**src/rtl/alu_nibble_sequencer_if.sv**
```systemverilog
// rtl/alu_nibble_sequencer_if.sv - control-unit request/response and nibble-ALU bus bundle
// Ports (signals): start, op_a, op_b, op_sel, op_bank, op_cin from the control unit;
//   busy, done, result_out, flags_out back to it; alu_a, alu_b, alu_op, alu_cin,
//   alu_enable_n, alu_bank to the ALU; alu_result, alu_flags from the ALU.
// Modports: master = control unit, slave = sequencer, alu = 4-bit ALU.
interface alu_nibble_sequencer_if #(
    parameter int NIBBLES = 4
) ();
    localparam int W = 4 * NIBBLES;

    logic         start;
    logic [W-1:0] op_a;
    logic [W-1:0] op_b;
    logic [2:0]   op_sel;
    logic         op_bank;
    logic         op_cin;
    logic         busy;
    logic         done;
    logic [W-1:0] result_out;
    logic [3:0]   flags_out;

    logic [3:0]   alu_a;
    logic [3:0]   alu_b;
    logic [2:0]   alu_op;
    logic         alu_cin;
    logic         alu_enable_n;
    logic         alu_bank;
    logic [3:0]   alu_result;
    logic [3:0]   alu_flags;

    modport master (
        output start, op_a, op_b, op_sel, op_bank, op_cin,
        input  busy, done, result_out, flags_out
    );

    modport slave (
        input  start, op_a, op_b, op_sel, op_bank, op_cin,
        output busy, done, result_out, flags_out,
        output alu_a, alu_b, alu_op, alu_cin, alu_enable_n, alu_bank,
        input  alu_result, alu_flags
    );

    modport alu (
        input  alu_a, alu_b, alu_op, alu_cin, alu_enable_n, alu_bank,
        output alu_result, alu_flags
    );
endinterface

```
**src/rtl/alu_nibble_sequencer.sv**
```systemverilog
// rtl/alu_nibble_sequencer.sv - runs a wide operation as NIBBLES chained passes of a 4-bit ALU
// Ports: clock, reset (sync, active-high); bus (slave modport) carrying the control-unit
//   request/response and the ALU operand/result bus. Operands are latched on an accepted
//   start, nibble idx is presented each RUN cycle LS first, carry is chained between passes,
//   and the assembled result plus NZVC (N,V,C from MS pass, Z over all passes) is published
//   on the transition into DONE.
module alu_nibble_sequencer #(
    parameter int NIBBLES = 4
) (
    input  logic                 clock,
    input  logic                 reset,
    alu_nibble_sequencer_if.slave bus
);
    localparam int W     = 4 * NIBBLES;
    localparam int IDX_W = (NIBBLES > 1) ? $clog2(NIBBLES) : 1;
    localparam logic [IDX_W-1:0] LAST_IDX = IDX_W'(NIBBLES - 1);

    typedef enum logic [1:0] {IDLE, RUN, DONE} state_t;

    state_t           state_q, state_d;
    logic [IDX_W-1:0] idx_q, idx_d;
    logic [W-1:0]     a_q, a_d;
    logic [W-1:0]     b_q, b_d;
    logic [2:0]       op_q, op_d;
    logic             bank_q, bank_d;
    logic             carry_q, carry_d;
    logic             zacc_q, zacc_d;
    logic [W-1:0]     acc_q, acc_d;
    logic [W-1:0]     result_q, result_d;
    logic [3:0]       flags_q, flags_d;
    logic [3:0]       a_nib, b_nib;

    always_ff @(posedge clock) begin
        if (reset) begin
            state_q  <= IDLE;
            idx_q    <= '0;
            a_q      <= '0;
            b_q      <= '0;
            op_q     <= '0;
            bank_q   <= 1'b0;
            carry_q  <= 1'b0;
            zacc_q   <= 1'b0;
            acc_q    <= '0;
            result_q <= '0;
            flags_q  <= '0;
        end else begin
            state_q  <= state_d;
            idx_q    <= idx_d;
            a_q      <= a_d;
            b_q      <= b_d;
            op_q     <= op_d;
            bank_q   <= bank_d;
            carry_q  <= carry_d;
            zacc_q   <= zacc_d;
            acc_q    <= acc_d;
            result_q <= result_d;
            flags_q  <= flags_d;
        end
    end

    always_comb begin
        state_d  = state_q;
        idx_d    = idx_q;
        a_d      = a_q;
        b_d      = b_q;
        op_d     = op_q;
        bank_d   = bank_q;
        carry_d  = carry_q;
        zacc_d   = zacc_q;
        acc_d    = acc_q;
        result_d = result_q;
        flags_d  = flags_q;
        case (state_q)
            IDLE: begin
                if (bus.start) begin
                    state_d = RUN;
                    idx_d   = '0;
                    a_d     = bus.op_a;
                    b_d     = bus.op_b;
                    op_d    = bus.op_sel;
                    bank_d  = bus.op_bank;
                    // carry_q doubles as the nibble-0 carry-in, so alu_cin is always carry_q
                    carry_d = bus.op_cin;
                    zacc_d  = 1'b1;
                end
            end
            RUN: begin
                for (int n = 0; n < NIBBLES; n++) begin
                    if (idx_q == IDX_W'(n)) begin
                        acc_d[n*4 +: 4] = bus.alu_result;
                    end
                end
                carry_d = bus.alu_flags[0];
                zacc_d  = zacc_q & bus.alu_flags[2];
                if (idx_q == LAST_IDX) begin
                    state_d = DONE;
                    idx_d   = '0;
                    // publish from the accumulator so result_out stays stable during RUN
                    result_d = acc_d;
                    flags_d  = {bus.alu_flags[3], zacc_d, bus.alu_flags[1], bus.alu_flags[0]};
                end else begin
                    idx_d = idx_q + 1'b1;
                end
            end
            DONE: state_d = IDLE;
            default: state_d = IDLE;
        endcase
    end

    always_comb begin
        a_nib = '0;
        b_nib = '0;
        for (int n = 0; n < NIBBLES; n++) begin
            if (idx_q == IDX_W'(n)) begin
                a_nib = a_q[n*4 +: 4];
                b_nib = b_q[n*4 +: 4];
            end
        end
    end

    assign bus.busy         = (state_q == RUN);
    assign bus.done         = (state_q == DONE);
    assign bus.result_out   = result_q;
    assign bus.flags_out    = flags_q;
    assign bus.alu_a        = a_nib;
    assign bus.alu_b        = b_nib;
    assign bus.alu_op       = op_q;
    assign bus.alu_cin      = carry_q;
    assign bus.alu_bank     = bank_q;
    assign bus.alu_enable_n = (state_q != RUN);
endmodule
```
**src/flat_wrapper.sv**
```systemverilog
// flat-port wrapper written by rule: the top's interface ports become plain ports
module alu_nibble_sequencer_flat 
#(
    parameter int NIBBLES = 4
)
  (clock, reset, bus_start, bus_op_a, bus_op_b, bus_op_sel, bus_op_bank, bus_op_cin, bus_busy, bus_done, bus_result_out, bus_flags_out, bus_alu_a, bus_alu_b, bus_alu_op, bus_alu_cin, bus_alu_enable_n, bus_alu_bank, bus_alu_result, bus_alu_flags);
  alu_nibble_sequencer_if #(.NIBBLES(NIBBLES)) bus_i ();
  input  logic clock;
  input  logic reset;
  input wire logic [$bits(bus_i.start)-1:0] bus_start;
  input wire logic [$bits(bus_i.op_a)-1:0] bus_op_a;
  input wire logic [$bits(bus_i.op_b)-1:0] bus_op_b;
  input wire logic [$bits(bus_i.op_sel)-1:0] bus_op_sel;
  input wire logic [$bits(bus_i.op_bank)-1:0] bus_op_bank;
  input wire logic [$bits(bus_i.op_cin)-1:0] bus_op_cin;
  output wire logic [$bits(bus_i.busy)-1:0] bus_busy;
  output wire logic [$bits(bus_i.done)-1:0] bus_done;
  output wire logic [$bits(bus_i.result_out)-1:0] bus_result_out;
  output wire logic [$bits(bus_i.flags_out)-1:0] bus_flags_out;
  output wire logic [$bits(bus_i.alu_a)-1:0] bus_alu_a;
  output wire logic [$bits(bus_i.alu_b)-1:0] bus_alu_b;
  output wire logic [$bits(bus_i.alu_op)-1:0] bus_alu_op;
  output wire logic [$bits(bus_i.alu_cin)-1:0] bus_alu_cin;
  output wire logic [$bits(bus_i.alu_enable_n)-1:0] bus_alu_enable_n;
  output wire logic [$bits(bus_i.alu_bank)-1:0] bus_alu_bank;
  input wire logic [$bits(bus_i.alu_result)-1:0] bus_alu_result;
  input wire logic [$bits(bus_i.alu_flags)-1:0] bus_alu_flags;
  assign bus_i.start = bus_start;
  assign bus_i.op_a = bus_op_a;
  assign bus_i.op_b = bus_op_b;
  assign bus_i.op_sel = bus_op_sel;
  assign bus_i.op_bank = bus_op_bank;
  assign bus_i.op_cin = bus_op_cin;
  assign bus_busy = bus_i.busy;
  assign bus_done = bus_i.done;
  assign bus_result_out = bus_i.result_out;
  assign bus_flags_out = bus_i.flags_out;
  assign bus_alu_a = bus_i.alu_a;
  assign bus_alu_b = bus_i.alu_b;
  assign bus_alu_op = bus_i.alu_op;
  assign bus_alu_cin = bus_i.alu_cin;
  assign bus_alu_enable_n = bus_i.alu_enable_n;
  assign bus_alu_bank = bus_i.alu_bank;
  assign bus_i.alu_result = bus_alu_result;
  assign bus_i.alu_flags = bus_alu_flags;
  alu_nibble_sequencer #(.NIBBLES(NIBBLES)) u_core (.clock(clock), .reset(reset), .bus(bus_i));
endmodule
```
**config.mk**
```make
export PLATFORM = sky130hd
export DESIGN_NAME = alu_nibble_sequencer_flat
export DESIGN_NICKNAME = d
export VERILOG_FILES = /design/src/rtl/alu_nibble_sequencer_if.sv /design/src/rtl/alu_nibble_sequencer.sv /design/src/flat_wrapper.sv
export SDC_FILE = /design/constraint.sdc
export NUM_CORES = 1
export LEC_CHECK = 0
export ABC_AREA = 1
export CAP_MARGIN = 40
export CELL_PAD_IN_SITES_DETAIL_PLACEMENT = 0
export CELL_PAD_IN_SITES_GLOBAL_PLACEMENT = 1
export CORE_ASPECT_RATIO = 1.2
export CORE_MARGIN = 2
export CORE_UTILIZATION = 37
export DETAILED_ROUTE_END_ITERATION = 16
export PLACE_DENSITY_LB_ADDON = 0.05
export SLEW_MARGIN = 10
export SYNTH_ARGS = -nofsm -noshare
export SYNTH_HDL_FRONTEND = slang
export SYNTH_SLANG_ARGS = --single-unit
export TNS_END_PERCENT = 20
```
**constraint.sdc**
```tcl
create_clock -name clock -period 4.4 [get_ports clock]
set_input_delay 1.32 -clock clock [delete_from_list [all_inputs] [get_ports clock]]
set_output_delay 1.32 -clock clock [all_outputs]
set_load 0.005 [all_outputs]
```
Yosys cells after proc, flatten, opt, wreduce, memory -nomap -nowiden. Index checks and enable logic that the tools add are counted.

Register bits after elaboration: 78. Bits of input ports: 48. Output and inout bits: 36. Word-level logic and storage cells: 50.

Add/subtract/negate cells: 1. Eq/ne operators: 8. Multiplexer cells: 22. Bitwise operators: 1. Reduce and logical (&&, ||, !) cells: 7.

Operators with widths (number): two-way mux 4 bit (12); two-way mux 2 bit (4); one-hot mux 2 bit (2 select lines) (2); AND reduction 2 bit (4); equality test 2 bit, second input constant (3); equality test 2 x 1 -> 1 bit, second input constant (2); logical NOT 2 bit (2); != test 2 x 1 -> 1 bit, second input constant (2); one-hot mux 1 bit (2 select lines) (2); adder 2 x 1 -> 2 bit, second input constant (1); two-way mux 1 bit (2); != test 2 bit, second input constant (1); nonzero test 2 bit (1); bitwise AND 1 bit (1).

Depth between registers and ports, before layout. Gate-level depths: netlist of run 1.

Depth after elaboration: 5. Gate-level depth with buffers: 7. Depth with buffers taken out: 6.

Worst setup path after synthesis of run 1. No wires, ideal clock.

Path type: register to output. From: register u_core.idx_q[1]. To: output bus_alu_a[0]. Arrival: 1.249 ns. Setup slack: 1.831 ns. Stages on the path, launching flop included: 8. Path through: dfxtp_1 > inv_1 > ha_1 > inv_1 > clkbuf_1 > nand3_1 > a21o_1 > nand2_1.

Cells in the longest elaborated chain, start to end: 5.

Ends and longest elaborated chain: from (decl) (line alu_nibble_sequencer.sv:21) `logic [IDX_W-1:0] idx_q, idx_d;`; from (signal assigned) (line alu_nibble_sequencer.sv:48) `idx_q <= idx_d;`; logical NOT 2 bit (line alu_nibble_sequencer.sv:114) `if (idx_q == IDX_W'(n)) begin`; two-way mux 4 bit (3 in series) (line alu_nibble_sequencer.sv:114); two-way mux 4 bit * (line alu_nibble_sequencer.sv:114); to (decl) (line flat_wrapper.sv:20) `output wire logic [$bits(bus_i.alu_a)-1:0] bus_alu_a;`.

Mark *: on every way between the ends. The rest lies on a longest branch, timed or not.

Worst setup path after layout of run 1.
From: register u_core.idx_q[1]. To: output bus_alu_b[3].

Cells in the longest elaborated chain, start to end: 5.

Ends and longest elaborated chain: logical NOT 2 bit (line alu_nibble_sequencer.sv:114); two-way mux 4 bit (3 in series) (line alu_nibble_sequencer.sv:114); two-way mux 4 bit * (line alu_nibble_sequencer.sv:114); to (decl) (line flat_wrapper.sv:21) `output wire logic [$bits(bus_i.alu_b)-1:0] bus_alu_b;`.

Marks and branches as above.

==> impl_metrics.tcl, run 1 <==
set metrics [dict create \
    routed_wl_um 7812 \
    synth_top_cell_area_share 0.4817 \
    dp_hpwl_um 5173 \
    track_usage 0.1822 \
    gp_congestion 0.7809 \
    worst-r2r-cell-count 6 \
    power_density_mw_per_mm2 383.1 \
    hold_class "reg2reg" \
    drv_slew 0 \
    syn-instance-count 398 \
    ys.warnings.count 0 \
    fillCellCount 813 \
    synth.avg_cell_area_um2 7.727 \
    critPathCaptureType "output pin" \
    r2r_start "u_core.idx_q[0]" \
    cts_hold_buffers 0 \
    clockBufferDepth 2 \
    fin_hold_ws_ns 0.4701 \
    cts_root_buf "clkbuf_8" \
    mostFrequentLayoutCell "clkdlybuf4s50_1" \
    ctsResizeCount 0 \
    final_cell_mix "clkdlybuf4s50_1, dfxtp_1, o21ai_0" \
    min-delay-start "u_core.bus.result_out[13]" \
    fin_skew_ns 0.005709 \
    r2r_slack_ns 2.55 \
    setup_tns_ns 0 \
    rsz0062_at_grt "no" \
    syn-num-nets 450 \
    wl_per_cell_um 13.75 \
    ys_seq_area_frac 0.4817 \
    clk_latency_ns 0.35 \
    antenna_left 0 \
    boundaryPins 84 \
    via_per_inst 4.979 \
    rows 36 \
    first_iter_violations 117 \
    final_nets 520 \
    status "finished clean" \
    die_area_mm2 0.009060 \
    vdd_drop_max_mv 0.1692 \
    tightest_slew_ns 0.7820 \
    diodes 0 \
    numCtsBuffers 9 \
    start_util 0.3793 \
    area_growth_pct 33.40 \
    drtPass1Iterations 6 \
    max_freq_ghz 0.2659 \
    min_path_cells 2 \
    p_total_mw 1.572 \
    final-hold-violation-count 0 \
    h-tree-depth 3 \
    crit_fanout 13 \
    ys_seq_elements 74 \
    crit_arrival_ns 2.44 \
    via_count 2828 \
    chipHeight_um 103.9 \
    die_w_um 87.23 \
    cts_num_sinks 74 \
    crit_required_ns 3.08 \
    cts_tree "built" \
    synth_cell_types 21 \
    crit_type "reg2out" \
    antenna_found_initial 0 \
    holdPathEnd "u_core.bus.result_out[13]" \
    syn_area_mm2 0.003075 \
    worst_r2r_endpoint "u_core.bus.result_out[15]" \
    core_area_mm2 0.008108 \
    grt_pass1_wl_um 13220 \
    slew_headroom 0.4779 \
    path_clk_slew_ns 0.08 \
    first_global_vias 2766 \
    start_kind "register" \
    synth_area_leaders "dfxtp_1, o21ai_0, nor2_1" \
    p_leak_nw 1.666 \
    setup_violations 0 \
    cts_setup_buffers 0 \
    drc_errors 0 \
    final.min_clock_period_ns 3.761 \
    yosysTopAreaCell "dfxtp_1" \
    grt-ovfl-total 0 \
    port_buffers 83 \
    grt_max_degree 72 \
    drive_gt1_frac 0.09937 \
    fin_crit_sh 0.8547 \
    maxCapViolations 0 \
]
[power by group]
group,switching (mW),total (mW),internal (mW)
combinational,0.120,0.241,0.122
sequential,0.0231,0.735,0.712
clock,0.260,0.596,0.336
total,0.403,1.57,1.17
[logic make-up after synthesis]
| logic type | Yosys count | share of synthesized area |
|---|---|---|
| flops | 74 | 0.4817 |
| buf+inv | 41 | 0.07323 |
| fa+ha+maj | 4 | 0.01627 |
| compound gates | 113 | 0.1896 |
| simple gates | 166 | 0.2392 |
[through the flow]
step,std cells,worst slack (ns),utilization,instance area (µm²)
final,568,0.6392,0.5060,4103
after global routing,568,0.4365,0.5060,4103
after CTS,568,0.6030,0.5060,4103
after detailed placement,552,0.9992,0.4779,3875
after global placement,552,1.082,0.4779,3875
after floorplan,398,1.831,-,3075
[worst max-delay path: stages, from the launching register on]
cell             delay, ns
dfxtp_1               0.35
inv_1                 0.09
ha_1                  0.42
inv_1                 0.33
nand2_1               0.14
nand3_1               0.07
a21oi_1               0.17
clkdlybuf4s50_1       0.53
[synthesized netlist by cell type]
cell type and number:
o21ai_0 72, or2_2 12, nor2_1 71, buf_2 11
nor2_2 12, buf_4 1, dfxtp_1 74, a21o_1 6
buf_6 5, clkinv_1 1, clkbuf_1 9, o21a_1 1
buf_12 1, nand2_4 2, nand3_1 30, inv_1 12
o21ai_1 10, ha_1 4, nand2_1 39, inv_2 1
a21oi_1 24
[registers in the layout, summed over array words and instances (netlist names)]
name / count
u_core.a_q: 16
u_core.b_q: 16
u_core.bus.result_out: 16
u_core.acc_q: 12
u_core.bus.flags_out: 4
u_core.bus.alu_op: 3
u_core.idx_q: 2
u_core.state_q: 2
u_core.bus.alu_bank: 1
u_core.bus.alu_cin: 1
u_core.zacc_q: 1
[worst max path at each step]
stage	endpoint	slack (ns)	cells after the start	start
after floorplan	bus_alu_a[0]	1.83	7	u_core.idx_q[1]
after global placement	bus_alu_b[2]	1.08	7	u_core.idx_q[0]
after detailed placement	bus_alu_b[3]	1.0	7	u_core.idx_q[1]
after CTS	bus_alu_b[3]	0.60	7	u_core.idx_q[1]
after global routing	bus_alu_b[0]	0.44	7	u_core.idx_q[0]
final	bus_alu_b[3]	0.64	7	u_core.idx_q[1]
[layer usage]
metal  up-vias  GRT usage  part of all wire
met5         -          0                 0
met4         0    0.06374             0.016
met3        11    0.04127             0.053
met2        78     0.2944              0.46
met1      1287     0.2369              0.47
li1       1452          -                 -
[area by class of cell]
cell class | count | area, µm² | area share
Clock buffer | 10 | 137.6 | 0.03355
Clock inverter | 6 | 90.09 | 0.02196
Tap cell | 95 | 118.9 | 0.02897
Timing Repair Buffer | 86 | 853.3 | 0.2080
Multi-Input combinational cell | 283 | 1369 | 0.3336
Inverter | 14 | 52.55 | 0.01281
Sequential cell | 74 | 1481 | 0.3611
(Power assumes the default switching activity.)
==> run 2: changes to the inputs <==
--- a/config.mk
+++ b/config.mk
@@ -13,6 +13,7 @@
 export CORE_MARGIN = 2
 export CORE_UTILIZATION = 37
 export DETAILED_ROUTE_END_ITERATION = 16
+export MAX_ROUTING_LAYER = met4
 export PLACE_DENSITY_LB_ADDON = 0.05
 export SLEW_MARGIN = 10
 export SYNTH_ARGS = -nofsm -noshare
==> run 2 against run 1 <==
Fmax about the same. Highest routed layer unchanged. Clock skew increased by 0.00061 ns. Final area unchanged. Critical endpoint unchanged. Non-clock buffer count unchanged.
==> impl_metrics.tcl, run 2 (same netlist as run 1, synthesis figures left out) <==
set metrics [dict create \
    rsz0062_at_grt "no" \
    clockBufferDepth 2 \
    start_kind "register" \
    final.min_clock_period_ns 3.757 \
    drv_slew 0 \
    fin_skew_ns 0.006318 \
    diodes 0 \
    crit_required_ns 3.08 \
    ctsResizeCount 0 \
    die_w_um 87.23 \
    first_iter_violations 111 \
    fin_ws_ns 0.6429 \
    antenna_left 0 \
    cts_setup_buffers 0 \
    slew_headroom 0.4789 \
    drive_gt1_frac 0.09937 \
    area_growth_pct 33.40 \
    final_cell_mix "clkdlybuf4s50_1, dfxtp_1, o21ai_0" \
    dp_hpwl_um 5173 \
    crit_arrival_ns 2.44 \
    gp_congestion 0.7917 \
    drc_errors 0 \
    boundaryPins 84 \
    switching_share 0.2563 \
    crit_type "reg2out" \
    status "finished clean" \
    final-hold-violation-count 0 \
    critPathCaptureType "output pin" \
    core_area_mm2 0.008108 \
    path_clk_slew_ns 0.08 \
    final_nets 520 \
    place_ws_ns 0.9992 \
    fillCellCount 813 \
    grt_pass1_wl_um 13230 \
    comb_power_share 0.153 \
    final-seq-area_mm2 0.001481 \
    multi_input_area_mm2 0.001369 \
    die_area_mm2 0.009060 \
    start_util 0.3793 \
    numCtsBuffers 9 \
    cts_root_buf "clkbuf_8" \
    setup_tns_ns 0 \
    mostFrequentLayoutCell "clkdlybuf4s50_1" \
    p_total_mw 1.571 \
    intPower_mw 1.169 \
    maxCapViolations 0 \
    max_freq_ghz 0.2662 \
    grt_max_degree 72 \
    instances_no_fill 568 \
    finish.utilization 0.5060 \
    chipHeight_um 103.9 \
    via_count 2816 \
    routed_wl_um 7784 \
    grt-ovfl-total 0 \
    drtPass1Iterations 6 \
    placed_cells 552 \
    vdd_drop_max_mv 0.1693 \
    cts_num_sinks 74 \
    wl_per_cell_um 13.70 \
    port_buffers 83 \
    antenna_found_initial 0 \
    fin_crit_sh 0.8539 \
    cts_tree "built" \
    cts_hold_buffers 0 \
    netSwitchingPower_uw 402.7 \
    via_per_inst 4.958 \
    hold_class "reg2reg" \
    setup_violations 0 \
    track_usage 0.1872 \
    crit_fanout 13 \
    clk_latency_ns 0.35 \
    tightest_slew_ns 0.7806 \
    p_leak_nw 1.666 \
    h-tree-depth 3 \
    rows 36 \
    first_global_vias 2757 \
    p_clk_frac 0.379 \
    power_frac_seq 0.467 \
    power_density_mw_per_mm2 383.0 \
]
==> run 2: cell counts in the layout (fill, tap and decap cells not counted) <==
No cell type changed its count.
==> run 2: per-layer routing <==
layer | vias to the layer above | GRT usage | wire length [µm]
met5 | - | - | 0
met4 | 0 | 0.06374 | 124
met3 | 11 | 0.03889 | 382
met2 | 79 | 0.2933 | 3588
met1 | 1275 | 0.2394 | 3688
li1 | 1451 | - | -
==> run 2: cell type report <==
| type | instances | share of cell area |
|---|---|---|
| Multi-Input combinational cell | 283 | 0.3336 |
| Clock buffer | 10 | 0.03355 |
| Sequential cell | 74 | 0.3611 |
| Clock inverter | 6 | 0.02196 |
| Timing Repair Buffer | 86 | 0.2080 |
| Tap cell | 95 | 0.02897 |
| Inverter | 14 | 0.01281 |
==> run 2: worst max-delay path, cell delays in order (launching register included) <==
cell,delay (ns)
dfxtp_1,0.34
inv_1,0.09
ha_1,0.42
inv_1,0.32
nand2_1,0.14
nand3_1,0.07
a21oi_1,0.17
clkdlybuf4s50_1,0.53
==> run 2: path summary, 6_finish.rpt <==
kind | startpoint | slack (ns) | to | cells past startpoint
setup / recovery | u_core.idx_q[1] | 0.64 | bus_alu_b[3] | 7
hold / removal | u_core.bus.result_out[13] | 0.47 | u_core.bus.result_out[13] | 2
setup reg to reg | u_core.idx_q[0] | 2.55 | u_core.bus.result_out[15] | 6
hold reg to reg | u_core.bus.result_out[13] | 0.47 | u_core.bus.result_out[13] | 2
==> run 2: per-stage QoR <==
stage / hold WS, ns / instance area (µm²)
2_1_floorplan: 0.4489 / 3075
3_3_place_gp: 0.4598 / 3875
3_5_place_dp: 0.4617 / 3875
4_1_cts: 0.4745 / 4103
5_1_grt: 0.4887 / 4103
6_report: 0.4701 / 4103
==> run 2: power groups by stage <==
stage / registers (mW) / clock network, mW / logic, mW
global placement: 0.749 / 0 / 0.241
floorplan: 0.744 / 0 / 0.143
global route: 0.739 / 0.635 / 0.274
CTS: 0.735 / 0.609 / 0.245
finish: 0.734 / 0.596 / 0.241
detailed placement: 0.750 / 0 / 0.244
